[src/rtl/bcd_pkg.sv]
// Shared constants and FSM state type for the sequential binary-to-BCD converter.
package bcd_pkg;

    localparam int BCD_DIGIT_W = 4;
    localparam logic [BCD_DIGIT_W-1:0] ADJ_THRESHOLD = 4'd5;
    localparam logic [BCD_DIGIT_W-1:0] ADJ_ADD = 4'd3;

    typedef enum logic [0:0] {
        IDLE  = 1'b0,
        SHIFT = 1'b1
    } state_t;

endpackage

[src/rtl/bcd_digit_adj.sv]
// Single BCD digit pre-shift correction: digits of 5 or more get +3 so the
// following left shift carries correctly into the next decimal digit.
module bcd_digit_adj
    import bcd_pkg::*;
(
    input  logic [BCD_DIGIT_W-1:0] digit_in,
    output logic [BCD_DIGIT_W-1:0] digit_out
);

    // Conditional add-3; 4-bit result, no inter-digit carry.
    always_comb begin
        digit_out = digit_in;
        if (digit_in >= ADJ_THRESHOLD) begin
            digit_out = digit_in + ADJ_ADD;
        end else begin
            digit_out = digit_in;
        end
    end

endmodule

[src/rtl/bin2bcd_seq.sv]
// Sequential double-dabble converter: one binary bit per clock, result and
// sticky overflow registered and presented with a one-cycle done pulse.
module bin2bcd_seq
    import bcd_pkg::*;
#(
    parameter int WIDTH  = 8,
    parameter int DIGITS = 3
) (
    input  logic                          clk,
    input  logic                          rst,
    input  logic                          start,
    input  logic [WIDTH-1:0]              bin,
    output logic                          busy,
    output logic                          done,
    output logic [BCD_DIGIT_W*DIGITS-1:0] bcd,
    output logic                          overflow
);

    localparam int BCD_W = BCD_DIGIT_W * DIGITS;
    localparam int CNT_W = $clog2(WIDTH + 1);

    state_t             state;
    logic [BCD_W-1:0]   work_r;
    logic [WIDTH-1:0]   shift_r;
    logic [CNT_W-1:0]   cnt_r;
    logic               ovf_acc_r;

    logic [BCD_W-1:0]   adj_digits;
    logic [BCD_W-1:0]   next_digits;
    logic [WIDTH-1:0]   next_shift;
    logic               carry_out;

    for (genvar g = 0; g < DIGITS; g++) begin : g_adj
        bcd_digit_adj u_adj (
            .digit_in  (work_r[g*BCD_DIGIT_W +: BCD_DIGIT_W]),
            .digit_out (adj_digits[g*BCD_DIGIT_W +: BCD_DIGIT_W])
        );
    end

    // One shift step of {digits, binary}; the bit leaving the top digit is the overflow carry.
    always_comb begin
        {carry_out, next_digits, next_shift} = {adj_digits, shift_r, 1'b0};
    end

    // Control FSM, working registers and registered outputs.
    always_ff @(posedge clk) begin
        if (rst) begin
            state     <= IDLE;
            busy      <= 1'b0;
            done      <= 1'b0;
            bcd       <= '0;
            overflow  <= 1'b0;
            work_r    <= '0;
            shift_r   <= '0;
            cnt_r     <= '0;
            ovf_acc_r <= 1'b0;
        end else begin
            done <= 1'b0;
            case (state)
                IDLE: begin
                    if (start) begin
                        shift_r   <= bin;
                        work_r    <= '0;
                        cnt_r     <= CNT_W'(WIDTH);
                        ovf_acc_r <= 1'b0;
                        busy      <= 1'b1;
                        state     <= SHIFT;
                    end else begin
                        busy      <= 1'b0;
                    end
                end
                SHIFT: begin
                    work_r    <= next_digits;
                    shift_r   <= next_shift;
                    ovf_acc_r <= ovf_acc_r | carry_out;
                    cnt_r     <= cnt_r - CNT_W'(1);
                    if (cnt_r == CNT_W'(1)) begin
                        bcd      <= next_digits;
                        overflow <= ovf_acc_r | carry_out;
                        done     <= 1'b1;
                        busy     <= 1'b0;
                        state    <= IDLE;
                    end else begin
                        busy     <= 1'b1;
                    end
                end
                default: begin
                    state <= IDLE;
                    busy  <= 1'b0;
                end
            endcase
        end
    end

endmodule

[config.mk]
export PLATFORM = sky130hd
export DESIGN_NAME = bin2bcd_seq
export DESIGN_NICKNAME = d
export VERILOG_FILES = /design/src/rtl/bcd_pkg.sv /design/src/rtl/bcd_digit_adj.sv /design/src/rtl/bin2bcd_seq.sv
export SDC_FILE = /design/constraint.sdc
export NUM_CORES = 1
export LEC_CHECK = 0
export BUFFER_PORTS_ARGS = -buffer_cell sky130_fd_sc_hd__buf_2
export CORE_MARGIN = 2
export CORE_UTILIZATION = 45
export CTS_BUF_LIST = sky130_fd_sc_hd__clkbuf_8
export DETAILED_ROUTE_END_ITERATION = 16
export PLACE_DENSITY = 0.68
export SYNTH_ARGS = -nofsm -noshare
export SYNTH_HDL_FRONTEND = slang
export SYNTH_HIERARCHICAL = 1
export SYNTH_SLANG_ARGS = --single-unit
[constraint.sdc]
create_clock -name clk -period 3 [get_ports clk]
set_input_delay 0.3 -clock clk [delete_from_list [all_inputs] [get_ports clk]]
set_output_delay 0.3 -clock clk [all_outputs]
set_load 0.02 [all_outputs]
# Word-level counts from Yosys, hierarchy flattened

Cells that the tools add are included.

Register bits: 40
Input port bits: 11
Output and inout bits: 15
Word-level logic and storage cells: 36

Add/sub/neg operators: 4
Order comparisons: 3
Equality and inequality tests: 2
Muxes and demuxes: 15
Bitwise gates (word level): 2
Reductions and logical operators: 2

Operators by type and width:

| operator                                                           | count |
|---|---|
| case mux 12 bit (2 select lines)                                   | 1 |
| 2-to-1 mux 4 bit                                                   | 4 |
| case mux 8 bit (2 select lines)                                    | 1 |
| adder 4 x 2 -> 4 bit (second input constant)                       | 3 |
| greater-or-equal comparator 4 x 3 -> 1 bit (second input constant) | 3 |
| 2-to-1 mux 12 bit                                                  | 1 |
| 2-to-1 mux 8 bit                                                   | 1 |
| case mux 4 bit (2 select lines)                                    | 1 |
| == test 4 x 1 -> 1 bit (second input constant)                     | 1 |
| 2-to-1 mux 1 bit                                                   | 4 |
| case mux 1 bit (2 select lines)                                    | 2 |
| subtractor 4 x 1 -> 4 bit (second input constant)                  | 1 |
| inequality test 2 bit (second input constant)                      | 1 |
| AND reduction 2 bit                                                | 1 |
| OR reduction 2 bit                                                 | 1 |
| NOT 1 bit                                                          | 1 |
| bitwise OR 1 bit                                                   | 1 |

# Logic depth before layout (Yosys ltp)

Gate-level depths: netlist (run 1).

Depth after elaboration: 4
Mapped depth: 7

# Modules after synthesis

Netlist (run 1), hierarchy kept.

Modules (own cells, without submodules):

| module        | instances | cells each | area each (um^2) | seq. area each (um^2) |
|---|---|---|---|---|
| bin2bcd_seq   | 1         | 154        | 1566.5           | 800.8 |
| bcd_digit_adj | 3         | 16         | 101.3            | 0.0 |

# Least setup slack after synthesis (run 1)

OpenSTA, ideal clock, no wires.

Path type: register -> register
Start: reg state
End: reg bcd[0]
Setup time: 0.117 ns
Arrival time: 1.257 ns
Slack: 1.626 ns
Stages on the path, launching flop included: 6
Buffers on the path: 2
Clock period less this slack: 1.374 ns
Path through: dfxtp_1 buf_2 and4bb_4 nor2_2 buf_6 a22o_1

Word-level cells in the longest chain between the ends: 1

Ends and longest elaborated chain:

| item                          | RTL line          | source |
|---|---|---|
| start, declared               | bin2bcd_seq.sv:22 | `state_t state;` |
| start signal, assigned        | bin2bcd_seq.sv:48 | `state <= IDLE;` |
| start signal, assigned        | bin2bcd_seq.sv:67 | `state <= SHIFT;` |
| start signal, assigned        | bin2bcd_seq.sv:82 | `state <= IDLE;` |
| AND reduction 2 bit (no line) | --                |  |
| end signal, assigned          | bin2bcd_seq.sv:78 | `bcd <= next_digits;` |
| end, declared                 | bin2bcd_seq.sv:15 | `output logic [BCD_DIGIT_W*DIGITS-1:0] bcd,` |

No other way between the ends.
A chain may end at the register's enable or synchronous reset.

# Worst setup path after layout (run 1)

Start: reg state
End: reg bcd[4]

Same word-level chain as after synthesis.

==> results.cfg, run 1 <==
[power]
seqPwrFrac_pct = 56.2
power_frac_comb_pct = 8.1
p_sw_mw = 0.232
sw_frac_of_total_pct = 23.4
p_leak_nw = 0.887
ir_drop_mv = 0.275
p_int_mw = 0.762
power.density_nw_per_um2 = 479
clkPwrFrac_pct = 35.7

[clock_network]
cts_hold_buf = 0
clock_latency_ns = 0.29
ctsResizeCount = 0
ctsLongestPathBuffers = 2
cts_tree = done
cts_inserted_buffers = 5
htree_levels = 2
post_cts_buffers = 0
path_clk_slew_ns = 0.07
cts.sinks = 40
cts_root_buf = clkbuf_8

[global_route]
grt_pass1_vias = 1284
grt_start_max_net_pins = 30
grt_usage_pct = 16.7
grt_antenna_before_repair = 0
grt_pass1_wl_um = 5770
grt_overflow = 0

[min_path]
hold_start = bin[0]
hp-class = in2reg
hold_depth = 3
worstHoldEndpoint = shift_r[0]

[final_layout]
syn2layout_area_growth_pct = 11.0
drive_above_1_share_pct = 20.2
final_util_pct = 51.9
antenna_cells = 0
layout.nets = 241
final_cell_area_um2 = 2080
fill_cells = 387

[sta]
setup-tns-final_ns = 0
slew_headroom_pct = 61.8
fin_worst_skew_ns = 0.00574
worst_pin_slew_ns = 0.573
worst_slack_ns = 1.44
fin_crit_ns = 1.56
fin_hold_ws_ns = 0.293
hold_viol = 0
max_freq_mhz = 642
setup_viol = 0
rsz0062_at_grt = false
period_share_pct = 51.9
slew_viol_final = 0

[detailed_routing]
via_per_inst = 5.15
dr.pass1.iters = 4
ant_nets = 0
wl_um = 3380
route.detailed.drc = 0
post_drt_wl_per_cell_um = 12.4
vias = 1406
drt_iter0_markers = 83

[synthesis]
yosysSeqAreaShare_pct = 42.8
yosysWarnings = 6
yosys.cell_count.top_type = dfxtp_1
yosysTopAreaCell = dfxtp_1
synth-edff-count = 0
ys.flop_type = dfxtp_1
synth.ff_latch_count = 40
synth_area_um2 = 1870
netlist_instances = 202
yosysUniqueCellTypes = 32
async_reset_ff_share_pct = 0
synth_top_area_share_pct = 42.8
syn_area_per_cell_um2 = 9.26
synthTopCellsByCount = 40 x dfxtp_1, 27 x nor2_1, 15 x a21oi_1
synthTopCellsByArea = dfxtp_1 43%, mux2i_1 6.4%, a22o_1 5.6%
syn_nets = 221

[floorplanning]
io_pins = 26
die_w_um = 68.5
fp-row-count = 23
die_area_um2 = 4690
core_region_area_um2 = 4000
fp.dieH_um = 68.5
start_util_pct = 46.8

[status]
run_status = finished, final reports clean

[setup_path]
rr_startpoint = state
crit_chain = and4bb_4 > nor2_2 > a22o_1
worst-setup-path-type = reg2reg
worstPathArrival_ns = 1.74
r2r_end = bcd[4]
max_stage_delay_ns = 0.69
startpoint_type = flop
path_buf_inv = 0
r2r_cells = 3
r2r_slack_ns = 1.44
worstPathRequired_ns = 3.18
cp.depth = 3
end_kind = flop
cpMaxStageDelayCell = dfxtp_1
crit_family = flip-flops
path_max_fanout = 20

[placed_design]
place_area_um2 = 1990
dpl.hpwl_um = 2330
place_congestion = 0.773
place_ws_ns = 1.44
io_buffers = 25

[job]
maxCapViolations = 0
## per-stage QoR
| step | std cells | power, mW |
|---|---|---|
| after CTS | 273 | 1.01 |
| after floorplan | 202 | 0.637 |
| after global placement | 265 | 0.650 |
| final | 273 | 0.994 |
| after global routing | 273 | 1.04 |
| after detailed placement | 265 | 0.652 |
## cell families (layout without fill, tap and decap cells)
kind of cell	count (synthesis)	count (layout)	synth area share [%]
simple gates	68	68	18.8
compound gates	42	42	14.9
flops	40	40	42.8
buf+inv	22	43	6.09
mux	19	19	10.6
fa+ha+maj	8	8	5.35
xor+xnor	3	3	1.40
## cell type report
cell class                 count  area (um^2)  area share, %
inverter                       9         33.8           1.63
clock buffer                   6         82.6           3.98
sequential                    40          801           38.6
tap                           50         62.6           3.01
multi-input combinational    140          956           46.1
clock inverter                 2         7.51          0.362
timing repair buffer          26          133           6.39
## registers in the layout, summed over array words and instances, names as in the netlist
signal / cells
cnt_r: 4
state: 1
bcd: 12
done: 1
overflow: 1
shift_r: 8
work_r: 12
ovf_acc_r: 1
## layer usage
layer	GRT usage (%)	vias up	part of all wire (%)
met4	7.50	0	1.5
met2	26.2	21	46
met1	21.6	646	48
met5	0	-	0
met3	3.95	6	3.9
li1	-	733	-
## power groups by stage
stage	registers [mW]	clock network, mW	logic (mW)
floorplan	0.566	0	0.0710
global placement	0.570	0	0.0796
detailed placement	0.571	0	0.0809
CTS	0.558	0.367	0.0814
global route	0.560	0.388	0.0910
finish	0.558	0.355	0.0804
## worst min-delay path, delay by kind of cell
kind,cells,cell delay (ns)
and+or+nand+nor,1,0.11
buffers and inverters,1,0.07
muxes,1,0.05
## layout by cell type (no fill, tap or decap), drive strengths merged
cell,n
a211oi,1
a21oi,18
a22o,12
a311oi,1
and2b,1
and4bb,1
buf,26
clkbuf,6
dfxtp,40
ha,8
inv,11
mux2,7
mux2i,12
nand2,13
nand2b,7
nand3b,1
nor2,28
nor2b,1
nor3,3
nor3b,12
o21ai,8
o31a,1
o31ai,1
or2,1
xnor2,3
## how the worst max path moves through the flow
| stage | start | endpoint | slack [ns] |
|---|---|---|---|
| 2_1_floorplan | state | bcd[0] | 1.63 |
| 3_3_place_gp | state | bcd[2] | 1.49 |
| 3_5_place_dp | state | bcd[2] | 1.44 |
| 4_1_cts | state | bcd[2] | 1.43 |
| 5_1_grt | state | work_r[5] | 1.29 |
| 6_report | state | bcd[4] | 1.44 |
(Power assumes the default switching activity.)
==> run 2: changes to the inputs <==
==> constraint.sdc (replaced) <==
create_clock -name clk -period 1.6 [get_ports clk]
set_input_delay 0.16 -clock clk [delete_from_list [all_inputs] [get_ports clk]]
set_output_delay 0.16 -clock clk [all_outputs]
set_load 0.02 [all_outputs]
==> run 2 against run 1 <==
Core utilization up 1.1 points; largest power group unchanged; total power grew 94%; die area stayed put; cell area up 2.1%; first-iteration DRC count decreased by 18%; clock power grew 100%.
==> results.cfg, run 2 (same netlist as run 1, synthesis figures left out) <==
[status]
run_status = finished, final reports clean

[floorplanning]
fp-row-count = 23
die_w_um = 68.5
start_util_pct = 46.8
core_region_area_um2 = 4000
io_pins = 26
die_area_um2 = 4690
fp.dieH_um = 68.5

[final_layout]
layout_common_cells = 40 x dfxtp_1, 27 x nor2_1, 25 x buf_2
reg_top3 = bcd (12), work_r (12), shift_r (8)
drive_above_1_share_pct = 22.2
layout_commonest_cell = dfxtp_1
layout.nets = 244
syn2layout_area_growth_pct = 13.3
antenna_cells = 0
fill_cells = 377
final_cell_area_um2 = 2120
final_util_pct = 53.0

[placed_design]
place_congestion = 0.727
place_area_um2 = 2020
place_ws_ns = 0.152
dpl.hpwl_um = 2260
io_buffers = 25

[global_route]
grt_pass1_vias = 1234
grt_start_max_net_pins = 45
grt_overflow = 0
grt_antenna_before_repair = 0
grt_pass1_wl_um = 5600
grt_usage_pct = 16.0

[clock_network]
cts.sinks = 40
path_clk_slew_ns = 0.08
cts_inserted_buffers = 5
cts_tree = done
ctsResizeCount = 0
cts_root_buf = clkbuf_8
post_cts_buffers = 0
ctsLongestPathBuffers = 2
clock_latency_ns = 0.29
cts_hold_buf = 0
htree_levels = 2

[min_path]
hp-class = in2reg

[detailed_routing]
post_drt_wl_per_cell_um = 12.2
via_per_inst = 5.04
ant_nets = 0
route.detailed.drc = 0
drt_iter0_markers = 68
dr.pass1.iters = 4
wl_um = 3350
vias = 1385

[setup_path]
worstPathRequired_ns = 1.83
max_stage_delay_ns = 0.34
path_buf_inv = 1
path_max_fanout = 3
crit_family = flip-flops
worstPathArrival_ns = 1.68
startpoint_type = flop
end_kind = flop
cpMaxStageDelayCell = dfxtp_1
crit_chain = inv_1 > ha_1 > nand2b_1 > a21oi_2 > mux2i_1 > a21oi_1 > nor2_1
worst-setup-path-type = reg2reg

[power]
p_leak_nw = 0.901
power.density_nw_per_um2 = 910
power.total_mw = 1.93
ir_drop_mv = 0.618

[sta]
slew_viol_final = 0
max_freq_mhz = 688
slew_headroom_pct = 76.2
worst_pin_slew_ns = 0.357
setup_viol = 0
period_share_pct = 90.8
worst_slack_ns = 0.147
fin_worst_skew_ns = 0.00548
fin_crit_ns = 1.45
hold_viol = 0
rsz0062_at_grt = false
setup-tns-final_ns = 0

[job]
maxCapViolations = 0
[run 2: cell count changes in the layout (fill, tap and decap cells not counted), sizes merged]
cell / delta
inv: -2
clkbuf: +1
buf: +3
[run 2: power breakdown]
part / total (mW) / leakage (nW) / switching [mW] / internal (mW)
clock: 0.718 / 0.0503 / 0.334 / 0.384
sequential: 1.04 / 0.325 / 0.0181 / 1.02
combinational: 0.172 / 0.526 / 0.0940 / 0.0778
[run 2: worst paths after layout]
path,startpoint,end,slack [ns],depth (start not counted)
hold / removal,rst,cnt_r[3],0.14,2
hold reg to reg,bcd[1],bcd[1],0.48,1
setup / recovery,work_r[1],work_r[2],0.15,7
setup reg to reg,work_r[1],work_r[2],0.15,7
[run 2: routing by layer]
metal / global-route usage [%] / part of all wire [%] / wire length [um] / vias up
met4: 6.75 / 1.3 / 43 / 0
met5: 0 / 0 / 0 / -
li1: - / - / - / 735
met1: 20.7 / 49 / 1630 / 622
met2: 25.4 / 46 / 1540 / 24
met3: 3.95 / 3.7 / 125 / 4
[run 2: metrics by stage]
step	instances	hold WS, ns
detailed placement	268	0.444
finish	275	0.137
global route	275	0.131
floorplan	202	0.355
CTS	275	0.128
global placement	268	0.441
[run 2: cell type report]
cell class                 count  area, um^2  share of cell area (%)
multi-input combinational    140         958                    45.2
inverter                       9        33.8                    1.59
timing repair buffer          29         168                    7.91
clock buffer                   7        96.3                    4.55
tap                           50        62.6                    2.95
sequential                    40         801                    37.8
==> run 3: changes to the inputs <==
--- a/config.mk
+++ b/config.mk
@@ -6,6 +6,7 @@
 export NUM_CORES = 1
 export LEC_CHECK = 0
 export BUFFER_PORTS_ARGS = -buffer_cell sky130_fd_sc_hd__buf_2
+export CORE_ASPECT_RATIO = 2
 export CORE_MARGIN = 2
 export CORE_UTILIZATION = 45
 export CTS_BUF_LIST = sky130_fd_sc_hd__clkbuf_8
==> run 3 against run 2 <==
Worst setup slack got worse by 0.0028 ns; routed wire length grew 4.7%; via count grew 4.9%; core utilization rose by 0.82 points; cell area increased by 2.7%; sequential power is essentially flat; critical path depth unchanged; sequential share of layout area is 0.94 points lower; global-route usage up 0.51 points; critical endpoint unchanged; clock-buffer cell count did not move; maximum frequency fell by 0.19%; final cell count is 2.2% higher.
==> results.cfg, run 3 (same netlist as run 1, synthesis figures left out) <==
[clock_network]
cts_hold_buf = 0
cts_tree = done
path_clk_slew_ns = 0.08
ctsLongestPathBuffers = 2
htree_levels = 2
cts.sinks = 40
cts_root_buf = clkbuf_8
clock_latency_ns = 0.29
cts_inserted_buffers = 5

[placed_design]
place_ws_ns = 0.149
io_buffers = 25
place_congestion = 0.774
placedCellCount = 272
dpl.hpwl_um = 2470
place_area_um2 = 2040

[sta]
max_freq_mhz = 687
setup-tns-final_ns = 0
slew_viol_final = 0
setup_viol = 0
period_share_pct = 91.0
worst_pin_slew_ns = 0.312
fin_worst_skew_ns = 0.00695
rsz0062_at_grt = false
fin_crit_ns = 1.46
slew_headroom_pct = 79.2
fin_hold_ws_ns = 0.157
worst_slack_ns = 0.145
hold_viol = 0

[global_route]
grt_antenna_before_repair = 0
grt_usage_pct = 16.6
grt_pass1_wl_um = 6040
grt_overflow = 0
grt_start_max_net_pins = 45
grt_pass1_vias = 1442

[setup_path]
end_kind = flop
r2r_slack_ns = 0.14
startpoint_type = flop
worstPathArrival_ns = 1.69
worstPathRequired_ns = 1.83
r2r_end = work_r[2]
r2r_cells = 7
worst-setup-path-type = reg2reg
path_max_fanout = 3
rr_startpoint = work_r[1]

[detailed_routing]
met1_length_um = 1460
met2_length_um = 1840
post_drt_wl_per_cell_um = 12.5
drt_iter0_markers = 19
route.detailed.drc = 0
vias = 1453
maxUsedRoutingLayer = met4
wl_um = 3500
via_per_inst = 5.17
routed-wl-met3_um = 120
ant_nets = 0
dr.pass1.iters = 4

[final_layout]
syn2layout_area_growth_pct = 16.4
final_util_pct = 53.8
antenna_cells = 0
layout_common_cells = 39 x dfxtp_1, 27 x nor2_1, 25 x buf_2
reg_top3 = bcd (12), work_r (12), shift_r (8)
layout_commonest_cell = dfxtp_1
layout.nets = 247
drive_above_1_share_pct = 24.0
final_cell_area_um2 = 2180
stdcell_count = 281

[min_path]
worstHoldEndpoint = shift_r[0]
hp-class = in2reg
hold_depth = 3
hold_start = bin[0]

[floorplanning]
core_region_area_um2 = 4050
start_util_pct = 46.2
fp.dieH_um = 95.2
fp-row-count = 33
die_area_um2 = 4720
io_pins = 26
die_w_um = 49.6

[power]
p_leak_nw = 0.925
ir_drop_mv = 0.770
power.total_mw = 2.12
power.density_nw_per_um2 = 973

[job]
maxCapViolations = 0

[status]
run_status = finished, final reports clean
## run 3: cell types whose count changed in the layout (fill, tap and decap cells not counted)
| cell | change |
|---|---|
| dfxtp_1 | -1 |
| bufinv_16 | +1 |
| ha_1 | +1 |
| buf_4 | +3 |
| mux2i_1 | -1 |
| ha_2 | -1 |
| dfxtp_2 | +1 |
| mux2i_2 | +1 |
## run 3: routing by layer
metal	track usage, %	up-vias
met1	15.8	676
met3	4.08	8
met2	32.1	27
li1	-	742
met4	7.64	0
met5	0	-
## run 3: cell type report
class,count,area (um^2)
Clock buffer,7,96.3
Clock inverter,1,30.0
Fill cell,417,1870
Inverter,9,33.8
Multi-Input combinational cell,140,960
Sequential cell,40,802
Tap cell,52,65.1
Timing Repair Buffer,32,190
## run 3: worst max-delay path by stage
stage / startpoint / slack (ns) / endpoint
final: work_r[1] / 0.14 / work_r[2]
after global routing: work_r[1] / 0.003 / work_r[2]
after CTS: work_r[5] / 0.13 / work_r[6]
after detailed placement: work_r[5] / 0.15 / work_r[6]
after global placement: work_r[5] / 0.16 / work_r[6]
after floorplan: state / 0.23 / bcd[0]
## run 3: where the power goes
part / total (mW) / internal [mW] / switching [mW] / leakage [nW]
sequential: 1.04 / 1.02 / 0.0176 / 0.325
clock: 0.903 / 0.551 / 0.352 / 0.0645
combinational: 0.178 / 0.0817 / 0.0963 / 0.536
total: 2.12 / 1.65 / 0.466 / 0.925
## run 3: critical path, stage by stage, from the launching register on
cell and delay (ns):
dfxtp_1 0.34, inv_1 0.08, ha_1 0.17, nand2b_1 0.17, a21oi_2 0.21, mux2i_2 0.26, a21oi_1 0.09, nor2_1 0.09
## run 3: repair_timing
action                                  4_1_cts  5_1_grt
endpoints found under the hold margin         0        0
gates resized for setup                       0        2
buffers inserted                              0        1
endpoints found under the setup margin        0        4
